**src/rtl/xbar_rd.sv**
```systemverilog
// AXI4-Lite read-channel crossbar: one master, memory (slave 0) and CLINT (slave 1).
// One transaction in flight; unmapped reads are answered locally with DECERR.
module xbar_rd #(
  parameter logic [31:0] MEM_BASE   = 32'h8000_0000,
  parameter logic [31:0] MEM_MASK   = 32'hF800_0000,
  parameter logic [31:0] CLINT_BASE = 32'h0200_0000,
  parameter logic [31:0] CLINT_MASK = 32'hFFFF_0000
) (
  input  logic        clock,
  input  logic        reset,
  input  logic        arvalid_i,
  output logic        arready_o,
  input  logic [31:0] araddr_i,
  output logic        rvalid_o,
  input  logic        rready_i,
  output logic [31:0] rdata_o,
  output logic [1:0]  rresp_o,
  output logic        s0_arvalid_o,
  input  logic        s0_arready_i,
  output logic [31:0] s0_araddr_o,
  input  logic        s0_rvalid_i,
  output logic        s0_rready_o,
  input  logic [31:0] s0_rdata_i,
  input  logic [1:0]  s0_rresp_i,
  output logic        s1_arvalid_o,
  input  logic        s1_arready_i,
  output logic [31:0] s1_araddr_o,
  input  logic        s1_rvalid_i,
  output logic        s1_rready_o,
  input  logic [31:0] s1_rdata_i
);

  typedef enum logic [1:0] {IDLE, AR, R, ERR} state_t;

  localparam logic [1:0] SEL_MEM   = 2'd0;
  localparam logic [1:0] SEL_CLINT = 2'd1;
  localparam logic [1:0] SEL_ERR   = 2'd2;

  state_t      state_q, state_d;
  logic [31:0] addr_q, addr_d;
  logic [1:0]  sel_q, sel_d;
  logic        hit0, hit1;

  assign hit0 = (araddr_i & MEM_MASK) == MEM_BASE;
  assign hit1 = (araddr_i & CLINT_MASK) == CLINT_BASE;

  // Slave addresses always show the latched address; only arvalid qualifies them.
  assign s0_araddr_o = addr_q;
  assign s1_araddr_o = addr_q;

  always_ff @(posedge clock) begin
    if (reset) begin
      state_q <= IDLE;
      addr_q  <= 32'h0;
      sel_q   <= SEL_MEM;
    end else begin
      state_q <= state_d;
      addr_q  <= addr_d;
      sel_q   <= sel_d;
    end
  end

  always_comb begin
    state_d      = state_q;
    addr_d       = addr_q;
    sel_d        = sel_q;
    arready_o    = 1'b0;
    rvalid_o     = 1'b0;
    rdata_o      = 32'h0;
    rresp_o      = 2'b00;
    s0_arvalid_o = 1'b0;
    s0_rready_o  = 1'b0;
    s1_arvalid_o = 1'b0;
    s1_rready_o  = 1'b0;
    case (state_q)
      IDLE: begin
        // Ready is masked while reset is held so nothing is accepted then.
        arready_o = ~reset;
        if (arvalid_i) begin
          addr_d = araddr_i;
          if (hit0) begin
            sel_d   = SEL_MEM;
            state_d = AR;
          end else if (hit1) begin
            sel_d   = SEL_CLINT;
            state_d = AR;
          end else begin
            sel_d   = SEL_ERR;
            state_d = ERR;
          end
        end
      end
      AR: begin
        if (sel_q == SEL_MEM) begin
          s0_arvalid_o = 1'b1;
          if (s0_arready_i) state_d = R;
        end else if (sel_q == SEL_CLINT) begin
          s1_arvalid_o = 1'b1;
          if (s1_arready_i) state_d = R;
        end else begin
          state_d = IDLE;
        end
      end
      R: begin
        if (sel_q == SEL_MEM) begin
          rvalid_o    = s0_rvalid_i;
          rdata_o     = s0_rdata_i;
          rresp_o     = s0_rresp_i;
          s0_rready_o = rready_i;
        end else if (sel_q == SEL_CLINT) begin
          rvalid_o    = s1_rvalid_i;
          rdata_o     = s1_rdata_i;
          s1_rready_o = rready_i;
        end
        if (rvalid_o && rready_i) state_d = IDLE;
      end
      ERR: begin
        rvalid_o = 1'b1;
        rresp_o  = 2'b11;
        if (rready_i) state_d = IDLE;
      end
      default: state_d = IDLE;
    endcase
  end

endmodule

```
**config.mk**
```make
export PLATFORM = sky130hd
export DESIGN_NAME = xbar_rd
export DESIGN_NICKNAME = d
export VERILOG_FILES = /design/src/rtl/xbar_rd.sv
export SDC_FILE = /design/constraint.sdc
export NUM_CORES = 1
export LEC_CHECK = 0
export ABC_AREA = 1
export CAP_MARGIN = 30
export CORE_MARGIN = 2
export CORE_UTILIZATION = 31
export CTS_CLUSTER_SIZE = 8
export DETAILED_ROUTE_END_ITERATION = 8
export GPL_TIMING_DRIVEN = 0
export PLACE_DENSITY = 0.79
export SLEW_MARGIN = 0
export SYNTH_ARGS = -nofsm -noshare
export SYNTH_HDL_FRONTEND = slang
export SYNTH_SLANG_ARGS = --single-unit
```
**constraint.sdc**
```tcl
create_clock -name clock -period 1.5 [get_ports clock]
set_input_delay 0.3 -clock clock [delete_from_list [all_inputs] [get_ports clock]]
set_output_delay 0.3 -clock clock [all_outputs]
set_load 0.05 [all_outputs]
```
==> After elaboration in Yosys (flattened, before gate mapping) <==
Cells that the tools add are included.
W data, S select, Z words.
{ "totals": {"reg_bits": 36, "inputBits": 106, "wordCells": 52} }
{ "op_classes": {"n_eq_ne": 11, "muxes": 32, "bitwise_logic": 1, "n_reduce_logical": 5} }
{ "op_table": {"columns": ["operator", "count"], "rows": [
  ["$mux W32", 3],
  ["$mux W2", 12],
  ["$eq A16 B10 Y1 const B", 1],
  ["$mux W1", 14],
  ["$pmux W2 S4", 1],
  ["$ne A2 B2 Y1 const B", 3],
  ["$eq A5 B5 Y1 const B", 1],
  ["$reduce_and A5 Y1", 1],
  ["$eq A2 B1 Y1 const B", 2],
  ["$eq A2 B2 Y1 const B", 2],
  ["$logic_not A2 Y1", 2],
  ["$ne A4 B4 Y1 const B", 1],
  ["$pmux W2 S2", 1],
  ["$ne A3 B3 Y1 const B", 1],
  ["$pmux W1 S2", 1],
  ["$reduce_and A2 Y1", 1],
  ["$logic_and A1 B1 Y1", 1],
  ["$not A1 Y1", 1]
]} }

==> Logic depth before layout (Yosys ltp) <==
{ "depth": {"depth_word": 7, "depth_mapped": 8} }

==> Worst setup path after synthesis <==
No wires, ideal clock.
{ "synth_path": {"path_kind": "register to output", "startpoint": "register state_q[1]", "endpoint": "output s0_rready_o", "arrival_ps": 1756, "required_time_ps": 1200, "path_slack_ps": -556, "path_stages_with_launch": 5, "path_buffers": 0, "path_cell_list": "dfxtp_1 inv_2 nor2_2 inv_2 nor3_1"} }
{ "synth_between": {"elab_chain_len": 2} }
{ "synth_lines": {"columns": ["element", "line_no", "text"], "rows": [
  ["start, declared", "39", "state_t state_q, state_d;"],
  ["start signal, assigned", "57", "state_q <= state_d;"],
  ["$eq A2 B2 Y1", "75", "case (state_q)"],
  ["$mux W1", "75", null],
  ["end, declared", "22", "output logic s0_rready_o,"]
]} }
No other way between the ends.

==> Final worst setup path <==
{ "layout_path": {"startpoint": "register sel_q[0]", "endpoint": "output rdata_o[26]"} }
{ "layout_between": {"elab_chain_len": 4, "word_cells_on_any_way": 5} }
{ "layout_lines": {"columns": ["element", "line_no", "text"], "rows": [
  ["start, declared", "41", "logic [1:0] sel_q, sel_d;"],
  ["start signal, assigned", "59", "sel_q <= sel_d;"],
  ["$eq A2 B1 Y1", "110", "end else if (sel_q == SEL_CLINT) begin"],
  ["$mux W32", "110", null],
  ["$mux W32 (*)", "105", "if (sel_q == SEL_MEM) begin"],
  ["$mux W32 (*)", "75", null],
  ["end, declared", "16", "output logic [31:0] rdata_o,"]
]} }
Every way passes the cells marked *; elsewhere a longest branch is shown, timed or not.

==> impl_metrics.tcl <==
set metrics [dict create \
    status "complete, but fails checks" \
    violations "setup timing" \
    synth.ff_latch_count 36 \
    grt_max_degree 12 \
    io_pins 210 \
    finalPower_mw 10.4 \
    finalCritPeriodShare_pct 123 \
    grt_pass1_wl_um 16000 \
    die-area_um2 7900 \
    routedWlPerCell_um 17.7 \
    hold_violations 0 \
    yosys_warnings 0 \
    cts_max_level 2 \
    ys_types 21 \
    num_vias 3328 \
    min_path_type "reg2reg" \
    finalNetCount 694 \
    maxSlewHeadroom_pct 67.1 \
    num_rows 30 \
    report.final.slew_viol_count 0 \
    start_kind "register" \
    start_util_pct 32.5 \
    cp_data_arrival_time_ps 1550 \
    cp-end-kind "output pin" \
    cap_violations 0 \
    yosys-top-cells-count "nand2_1, nor2_1, a21oi_1" \
    num_antenna_cells 0 \
    cts_max_path_buffers 2 \
    synth.net_count 454 \
    yosysTopAreaCell "dfxtp_1" \
    gp_congestion 0.808 \
    fin_crit_ps 1850 \
    critPathKind "reg2out" \
    synth_area_per_cell_um2 6.41 \
    worst_slew_pin_slew_ps 495 \
    core_area_um2 6870 \
    vdd_drop_max_uv 1110 \
    die_w_um 88.9 \
    syn_area_um2 2230 \
    async_flop_share_pct 0 \
    postSynthCellCount 348 \
    cts.clk_slew.worst_paths_ps 70 \
    critical_path.max_fanout 6 \
    p_leak_nw 2.44 \
    final_util_pct 82.1 \
    yosysSeqAreaShare_pct 32.3 \
    portBuffers 209 \
    drt_wl_total_um 12200 \
    syn2layout_area_growth_pct 153 \
    synth_edf_count 0 \
    worst_clock_skew_ps 7.52 \
    dp_hpwl_um 7730 \
    synth.area.top_cells "dfxtp_1, nand2_1, buf_4" \
    rsz0062_at_grt "yes" \
    grt_overflow 0 \
    grt_util_all_layers_pct 26.3 \
    hold_slack_ps 543 \
    netlist.area_leader.share_pct 32.3 \
    drive_above_1_share_pct 48.6 \
    die_y_um 88.9 \
    fin_ws_ps -345 \
    ctsHoldBuffers 0 \
    post-place-ws_ps -797 \
    yosysMostFrequentCell "nand2_1" \
    antenna_found_initial 0 \
    numCtsBuffers 5 \
    max_freq_mhz 542 \
    cts_tree "yes" \
    synthFlopType "dfxtp_1" \
    drc 0 \
    viasPerCell 4.86 \
    grt_pass1_vias 3279 \
    required_ps 1200 \
    place_inst 653 \
    drtIter0Drc 115 \
    cts_root_buf "clkbuf_8" \
    drt.antenna.violating_nets 0 \
    clk_latency_ps 290 \
    clkSinkCount 36 \
    power.density_nw_per_um2 1850 \
    finalNonFillerCells 685 \
    setup-violations-final 39 \
    firstDrtPassIters 4 \
]
-- layer usage --
| metal | up-vias | share of wire [%] | GRT usage, % |
|---|---|---|---|
| li1 | 1560 | - | - |
| met1 | 1546 | 34 | 27.2 |
| met2 | 179 | 52 | 49.1 |
| met3 | 43 | 9.4 | 8.02 |
| met4 | 0 | 4.3 | 10.3 |
| met5 | - | 0 | 0 |
-- final timing paths --
kind | from | endpoint | slack [ps] | depth (start not counted)
worst min-delay path | s0_araddr_o[15] | s0_araddr_o[15] | 540 | 2
worst max-delay path | sel_q[0] | rdata_o[26] | -350 | 7
worst min register to register | s0_araddr_o[15] | s0_araddr_o[15] | 540 | 2
worst max register to register | sel_q[0] | state_q[1] | 100 | 10
-- repair_timing --
item                       in CTS  in global routing
setup endpoints to repair     104                 70
cloned                          7                  1
resized for setup             527                 89
pin swaps                      15                 17
buffers inserted               12                  6
-- cell usage in the layout, fill, tap and decap left out, types with 4 or more instances in the layout --
master,count
buf_6,43
nor2_1,64
inv_1,10
a21oi_1,7
o21ai_0,32
dfxtp_4,4
a21oi_4,30
clkdlybuf4s15_1,9
clkdlybuf4s50_1,105
buf_4,47
clkbuf_8,7
clkbuf_2,18
dfxtp_1,32
nand2_1,28
buf_8,17
nand2_4,19
inv_4,5
clkdlybuf4s15_2,35
nand2_2,33
nor2_4,9
nand3_1,7
-- where the power goes --
part / switching [mW] / internal, mW
Clock: 0.355 / 0.587
Sequential: 0.292 / 1.25
Combinational: 5.05 / 2.90
Total: 5.70 / 4.74
-- registers in the layout, summed over array words and instances, names as in the netlist --
name         count
sel_q            2
s0_araddr_o     32
state_q          2
-- area by class of cell --
| type | count | area, µm² |
|---|---|---|
| fill | 411 | 1230 |
| multi-input combinational | 244 | 1740 |
| inverter | 19 | 93.8 |
| tap | 96 | 120 |
| buffer | 50 | 434 |
| clock buffer | 7 | 96.3 |
| sequential | 36 | 736 |
| timing repair buffer | 232 | 2380 |
| clock inverter | 1 | 30.0 |
-- kinds of logic (layout without fill, tap and decap cells) --
group / Yosys count / count (layout) / share of synthesized area [%]
and+or+nand+nor: 168 / 169 / 31.6
AOI/OAI and AO/OA: 75 / 75 / 16.9
DFF: 36 / 36 / 32.3
buffers and inverters: 69 / 309 / 19.2
-- critical path, cell delays in order (launching register included) --
cell,delay [ps]
dfxtp_4,390
inv_4,40
nor2_4,110
buf_12,150
buf_12,120
nand2_2,60
a21oi_4,180
buf_6,180
-- through the flow --
| stage | instance area (µm²) | setup TNS [ps] |
|---|---|---|
| finish | 5640 | -10490 |
| global route | 5640 | -12630 |
| detailed placement | 4820 | -34390 |
| CTS | 5490 | -10510 |
| global placement | 4820 | -32510 |
| floorplan | 2610 | -757 |
(Power assumes the default switching activity.)
